==> config.mk <==
export PLATFORM = sky130hd
export DESIGN_NAME = mmio_buttons_flat
export DESIGN_NICKNAME = d
export VERILOG_FILES = /design/src/rtl/mmio_buttons_if.sv /design/src/rtl/mmio_buttons.sv /design/src/flat_wrapper.sv
export SDC_FILE = /design/constraint.sdc
export NUM_CORES = 1
export LEC_CHECK = 0
export ABC_AREA = 1
export ABC_CLOCK_PERIOD_IN_PS = 4600
export CAP_MARGIN = 20
export CELL_PAD_IN_SITES_DETAIL_PLACEMENT = 0
export CELL_PAD_IN_SITES_GLOBAL_PLACEMENT = 1
export CORE_MARGIN = 2
export CORE_UTILIZATION = 39
export CTS_CLUSTER_SIZE = 25
export DETAILED_ROUTE_END_ITERATION = 10
export PLACE_DENSITY_LB_ADDON = 0.1
export SYNTH_ARGS = -nofsm -noshare
export SYNTH_HDL_FRONTEND = slang
export SYNTH_SLANG_ARGS = --single-unit
==> constraint.sdc <==
create_clock -name clk -period 4.6 [get_ports clk]
set_input_delay 0.92 -clock clk [delete_from_list [all_inputs] [get_ports clk]]
set_output_delay 0.92 -clock clk [all_outputs]
set_load 0.01 [all_outputs]
==> src/rtl/mmio_buttons_if.sv <==
// mmio_buttons_if: CPU data-bus signals between the CPU (master) and the button responder (slave)
interface mmio_buttons_if;
  logic        memread;
  logic        memwrite;
  logic [31:0] addr;
  logic [31:0] writedata;
  logic [31:0] readdata;
  logic        hit;
  modport master (output memread, memwrite, addr, writedata, input readdata, hit);
  modport slave (input memread, memwrite, addr, writedata, output readdata, hit);
endinterface

==> src/rtl/mmio_buttons.sv <==
// mmio_buttons: debounced buttons with sticky edge flags and a press counter; MMIO_BUTTONS_RELEASE_EN adds release flags in EDGE[7:4]
module mmio_buttons #(
  parameter logic [31:0] BASE_ADDR = 32'hFFFF_0010,
  parameter int DEBOUNCE_CYCLES = 1000000
) (
  input  logic           clk,
  input  logic           reset,
  mmio_buttons_if.slave  bus,
  input  logic [3:0]     btn,
  output logic [3:0]     pressed
);
  localparam logic [23:0] LAST = 24'(DEBOUNCE_CYCLES - 1);
`ifdef MMIO_BUTTONS_RELEASE_EN
  localparam int EW = 8;
`else
  localparam int EW = 4;
`endif
  logic [3:0] sync1, sync2, stable, stable_next, rise;
  logic [23:0] cnt [4];
  logic [23:0] cnt_next [4];
  logic [EW-1:0] flags, set, clr;
  logic [15:0] count, count_next;
  logic [1:0] off;
  logic wr;
  assign bus.hit = bus.addr[31:4] == BASE_ADDR[31:4];
  assign off = bus.addr[3:2];
  assign wr = bus.hit && bus.memwrite;
  assign pressed = stable;
  always_comb begin
    for (int i = 0; i < 4; i++) begin
      cnt_next[i] = (sync2[i] == stable[i] || cnt[i] == LAST) ? '0 : cnt[i] + 24'd1;
      stable_next[i] = (sync2[i] != stable[i] && cnt[i] == LAST) ? sync2[i] : stable[i];
    end
  end
  assign rise = stable_next & ~stable;
`ifdef MMIO_BUTTONS_RELEASE_EN
  assign set = {~stable_next & stable, rise};
`else
  assign set = rise;
`endif
  assign clr = (wr && off == 2'd1) ? bus.writedata[EW-1:0] : '0;
  // a COUNT write discards any presses landing in the same cycle
  assign count_next = (wr && off == 2'd2) ? bus.writedata[15:0]
                    : count + 16'(rise[0]) + 16'(rise[1]) + 16'(rise[2]) + 16'(rise[3]);
  assign bus.readdata = !(bus.hit && bus.memread) ? 32'h0
                      : off == 2'd0 ? {28'h0, stable}
                      : off == 2'd1 ? 32'(flags)
                      : off == 2'd2 ? {16'h0, count}
                      : 32'h0;
  always_ff @(posedge clk) begin
    if (reset) begin
      sync1 <= '0;
      sync2 <= '0;
      stable <= '0;
      flags <= '0;
      count <= '0;
      for (int i = 0; i < 4; i++) cnt[i] <= '0;
    end else begin
      sync1 <= btn;
      sync2 <= sync1;
      stable <= stable_next;
      flags <= (flags & ~clr) | set;
      count <= count_next;
      for (int i = 0; i < 4; i++) cnt[i] <= cnt_next[i];
    end
  end
endmodule

==> src/flat_wrapper.sv <==
// flat-port wrapper written by rule: the top's interface ports become plain ports
module mmio_buttons_flat 
#(
  parameter logic [31:0] BASE_ADDR = 32'hFFFF_0010,
  parameter int DEBOUNCE_CYCLES = 1000000
)
  (clk, reset, btn, pressed, bus_memread, bus_memwrite, bus_addr, bus_writedata, bus_readdata, bus_hit);
  mmio_buttons_if bus_i ();
  input  logic clk;
  input  logic reset;
  input  logic [3:0] btn;
  output logic [3:0] pressed;
  input wire logic [$bits(bus_i.memread)-1:0] bus_memread;
  input wire logic [$bits(bus_i.memwrite)-1:0] bus_memwrite;
  input wire logic [$bits(bus_i.addr)-1:0] bus_addr;
  input wire logic [$bits(bus_i.writedata)-1:0] bus_writedata;
  output wire logic [$bits(bus_i.readdata)-1:0] bus_readdata;
  output wire logic [$bits(bus_i.hit)-1:0] bus_hit;
  assign bus_i.memread = bus_memread;
  assign bus_i.memwrite = bus_memwrite;
  assign bus_i.addr = bus_addr;
  assign bus_i.writedata = bus_writedata;
  assign bus_readdata = bus_i.readdata;
  assign bus_hit = bus_i.hit;
  mmio_buttons #(.BASE_ADDR(BASE_ADDR), .DEBOUNCE_CYCLES(DEBOUNCE_CYCLES)) u_core (.clk(clk), .reset(reset), .bus(bus_i), .btn(btn), .pressed(pressed));
endmodule
Yosys cells after proc, flatten, opt, wreduce, memory -nomap -nowiden
Memory sizes are Yosys's and may differ from the RTL's.
Index checks and enable logic that the tools add are counted.
{"block": "word_totals", "mem_bits_ro": 0, "register_bits": 32, "ram_bits": 96, "elab_cells": 72, "input_bits": 72, "mem_count": 1, "latch_bits": 0, "out_inout_bits": 37}
{"name": "u_core.cnt", "words": 4, "word_bits": 24, "rd": 4, "rd_clocked_by_memory_dff": 0, "wr": 4, "line_no": "mmio_buttons.sv:19", "rtl": "logic [23:0] cnt [4];"}
{"block": "op_classes", "n_addsub": 8, "div": 0, "n_eq_ne": 15, "n_mux": 21, "magnitude_cmp": 0, "reduce_logical": 13, "shift": 0, "mul": 0, "n_bitwise": 9}
{"cell": "$mux 24", "n": 8}
{"cell": "$add 24x1->24 const B", "n": 4}
{"cell": "$eq 24x20->1 const B", "n": 4}
{"cell": "$mux 32", "n": 3}
{"cell": "$add 16x1->16", "n": 4}
{"cell": "$mux 16", "n": 2}
{"cell": "$eq 28x28->1 const B", "n": 1}
{"cell": "$and 4x4->4", "n": 2}
{"cell": "$logic_and 1x1->1", "n": 8}
{"cell": "$not 4->4", "n": 2}
{"cell": "$mux 1", "n": 7}
{"cell": "$eq 1x1->1", "n": 4}
{"cell": "$logic_or 1x1->1", "n": 4}
{"cell": "$mux 4", "n": 1}
{"cell": "$ne 1x1->1", "n": 4}
{"cell": "$or 1x1->1", "n": 4}
{"cell": "$or 4x4->4", "n": 1}
{"cell": "$eq 2x1->1 const B", "n": 1}
{"cell": "$eq 2x2->1 const B", "n": 1}
{"cell": "$logic_not 2->1", "n": 1}

Depth between registers and ports, before layout
An unclocked memory read counts as a cell.
{"block": "depth", "word_depth": 10, "mapped_depth": 18, "ltp_nobuf": 18}

Worst setup path after synthesis
No wires, ideal clock.
{"block": "synth_path", "kind": "register to register", "startpoint": "mem u_core.cnt[0][0]", "endpoint": "reg u_core.count[8]", "n_path_buf": 0, "synth_period_minus_slack_ns": 3.230, "t_required_ns": 4.487, "setup_slack_ns": 1.370, "path_stages_with_launch": 18, "arrival_ns": 3.116, "setup_ns": 0.113, "path_cell_list": "dfxtp_1 > ha_1 > nand2_1 > nor2_1 > nand2_1 > nor2_1 > nand4_1 > fa_1 > inv_1 > fa_1 > fa_1 > nand3_1 > nor2_2 > nand2_1 > xor2_1 > nand2_1 > inv_1 > nor2_1"}
{"item": "start, declared", "line_no": "mmio_buttons.sv:19"}
{"item": "end signal, assigned", "line_no": "mmio_buttons.sv:63", "rtl": "count <= count_next;"}
{"item": "end, declared", "line_no": "mmio_buttons.sv:22", "rtl": "logic [15:0] count, count_next;"}

Final worst setup path
{"block": "layout_path", "startpoint": "in bus_addr[28]", "endpoint": "out bus_readdata[3]"}
{"block": "layout_via", "elab_chain_cells": 3}
{"item": "start, declared", "line_no": "flat_wrapper.sv:15", "rtl": "input wire logic [$bits(bus_i.addr)-1:0] bus_addr;"}
{"item": "$eq 28x28->1", "line_no": "mmio_buttons.sv:25", "rtl": "assign bus.hit = bus.addr[31:4] == BASE_ADDR[31:4];"}
{"item": "$logic_and 1x1->1", "line_no": "mmio_buttons.sv:45", "rtl": "assign bus.readdata = !(bus.hit && bus.memread) ? 32'h0"}
{"item": "$mux 32", "line_no": "mmio_buttons.sv:45"}
{"item": "end, declared", "line_no": "flat_wrapper.sv:17", "rtl": "output wire logic [$bits(bus_i.readdata)-1:0] bus_readdata;"}
Every way passes these cells.

==> out/metrics.yaml <==
pwr:
  max-vdd-ir-drop_v: 0.0002889
  power_leakage_uw: 0.003031
  powerDensity_mw_per_mm2: 309.1
  p_total_uw: 2663
sta:
  period_needed_ns: 4.175
  setup_ws_ns: 0.4248
  period_share_pct: 90.77
  tightestPinTransition_ns: 0.6612
  fmax_mhz: 239.5
  relSlewSlack_pct: 55.87
  setup_violations: 0
  rsz0062_at_grt: "no"
  finalClockSkew_ns: 0.01071
  final-hold-violation-count: 0
  timing.final.max_slew_violations: 0
  fin_hold_ws_ns: 0.3991
  fin_setup_tns_ns: 0
placement:
  post-place-ws_ns: 0.4100
  portBuffers: 74
  dp_hpwl_microns: 13090
  routabilityCongestion: 0.8215
  dp_cells: 1342
logic_synthesis:
  yosysTopAreaCellShare_pct: 36.03
  synthDistinctLibCells: 40
  syn-instance-count: 1054
  syn_area_per_cell_sq_um: 6.747
  ys_seq_area_share_pct: 36.03
  async_reset_ff_share_pct: 0
  yosysWarnings: 0
  yosys.area.top_type: "dfxtp_1"
  ys_seq_elements: 128
  synth_enable_flop_cells: 0
  synth_area_leaders: "dfxtp_1, nand2_1, nor2_1, inv_1, xor2_1"
  mappedNetlistArea_sq_mm: 0.007112
  ys.flop_type: "dfxtp_1"
grt:
  grt_usage_pct: 19.01
  grt_pass1_vias: 6250
  grt_max_degree: 27
  grt_pass1_wl_microns: 30310
  antenna_found_initial: 0
  gr-total-overflow: 0
routing:
  dr.pass1.iters: 4
  drt_iter0_drc: 376
  drc_errors: 0
  via_count: 6499
  antenna_left: 0
  drt_wl_total_microns: 17580
  routedWlPerCell_microns: 12.79
  viasPerCell: 4.730
cts:
  postCtsHoldBufs: 0
  cts.sinks: 128
  root_buffer: "clkbuf_16"
  clock_path_buffers: 2
  cts_tree: "yes"
  postCtsSetupBuffers: 0
  htree_levels: 4
  numCtsBuffers: 17
  cts_resized: 0
  path_clk_slew_ns: 0.06
  insertion_delay_ns: 0.42
die:
  dieArea_sq_mm: 0.01933
  die_x_microns: 139.0
  io_pins: 109
  num_rows: 49
  die_h_microns: 139.0
  core_sq_mm: 0.01790
  start_util_pct: 39.73
setup_path:
  cp-end-kind: "output port"
  crit_path_start_kind: "input pin"
  required_ns: 3.68
  criticalPathCategory: "input pin to output port"
  crit_arrival_ns: 3.26
  worstPathMaxFanout: 16
final_layout:
  layout.cells.non_filler: 1374
  area_growth_pct: 21.16
  fin_nets: 1212
  diodes: 0
  drive_gt1_share_pct: 6.725
run:
  max_cap_violations: 0
hold_path:
  hp-class: "register to register"
status:
  outcome: "finished, final reports clean"
## metrics by stage
stage / util [%] / instance area, sq um
3_3_place_gp: 44.58 / 7980
5_1_grt: 48.13 / 8617
2_1_floorplan: - / 7168
4_1_cts: 48.13 / 8617
6_report: 48.13 / 8617
3_5_place_dp: 44.58 / 7980
## state kept, by name (all words and copies together), names as in the netlist
register / count
u_core.sync1: 4
u_core.count: 16
u_core.sync2: 4
u_core.cnt: 96
u_core.pressed: 4
u_core.flags: 4
## layout make-up
| cell class | instances | area (sq um) |
|---|---|---|
| fill | 1879 | 9285 |
| multi-input combinational | 775 | 3872 |
| sequential | 128 | 2562 |
| timing repair buffer | 76 | 755.7 |
| inverter | 134 | 503.0 |
| clock buffer | 20 | 456.7 |
| tap | 229 | 286.5 |
| clock inverter | 12 | 180.2 |
## worst max-delay path, cell delays in order
cell and delay (ns):
clkdlybuf4s50_1 0.45, nand2_1 0.05, nor2_1 0.21, nand3_2 0.17, nor2_8 0.22, nand2_2 0.24
a31oi_1 0.38, clkdlybuf4s50_1 0.61
## final timing paths
| check | from | endpoint | slack, ns | depth (start not counted) |
|---|---|---|---|---|
| worst max-delay path | bus_addr[28] | bus_readdata[3] | 0.42 | 8 |
| worst min-delay path | u_core.sync1[3] | u_core.sync2[3] | 0.40 | 2 |
| worst max register to register | u_core.cnt[0][0] | u_core.count[8] | 0.95 | 17 |
| worst min register to register | u_core.sync1[3] | u_core.sync2[3] | 0.40 | 2 |
## placed cells by master, fill, tap and decap left out, drive strengths merged
cell type / instances
xnor2: 12
clkbuf: 20
bufinv: 4
xor2: 41
conb: 16
fa: 3
clkinvlp: 2
a21oi: 42
nand4: 49
nor2: 225
or2: 9
o21a: 1
nor2b: 1
dfxtp: 128
nand3: 61
nor4: 6
a211oi: 2
nor3: 51
nand2: 220
o21ai: 20
clkdlybuf4s50: 74
o31ai: 1
clkinv: 4
a221oi: 1
a31oi: 4
buf: 2
ha: 5
nor3b: 3
nand3b: 2
inv: 136
## report_power, final
part	switching (uW)	internal, uW	total (uW)	leakage (uW)
Clock	515	939	1450	0.000307
Combinational	45.0	48.8	93.8	0.00169
Sequential	2.85	1110	1120	0.00103
Total	562	2100	2660	0.00303
## cells by family (layout without fill, tap and decap cells)
kind of cell / after synthesis / after routing / synth area share, %
AOI/OAI and AO/OA: 71 / 71 / 5.313
xor gates and xnor gates: 53 / 53 / 6.527
adders and majority gates: 8 / 8 / 1.724
buffers and inverters: 166 / 242 / 10.31
DFF: 128 / 128 / 36.03
other: 1 / 16 / 0.05273
and+or+nand+nor: 627 / 627 / 40.04
## synth_stat cells, types with 2 or more instances
cell and count:
fa_1 3, nor3_1 43, buf_2 4, nor2_4 2, nor2_2 10, o21ai_1 9
inv_1 131, nor2_1 212, or2_0 5, nand3_1 51, nand2_1 215, a211oi_1 2
nand2_2 5, nor3b_1 3, buf_6 4, buf_4 20, a31oi_1 4, ha_1 5
dfxtp_1 128, o21ai_0 10, or2_2 4, nand3b_1 2, nand4_1 49, clkbuf_1 4
a21oi_1 42, nand3_2 9, inv_2 3, xnor2_1 12, nor3_2 7, nor4_1 6
xor2_1 41
## per-layer routing
metal	share of wire [%]	global-route usage, %	vias to the layer above	wire, microns
met4	1.3	5.157	0	228
met1	52	27.01	2871	9191
met3	4.6	4.696	13	804
met5	0	0	-	0
li1	-	-	3491	-
met2	42	28.80	124	7356
Power figures use the tool's default switching activity.
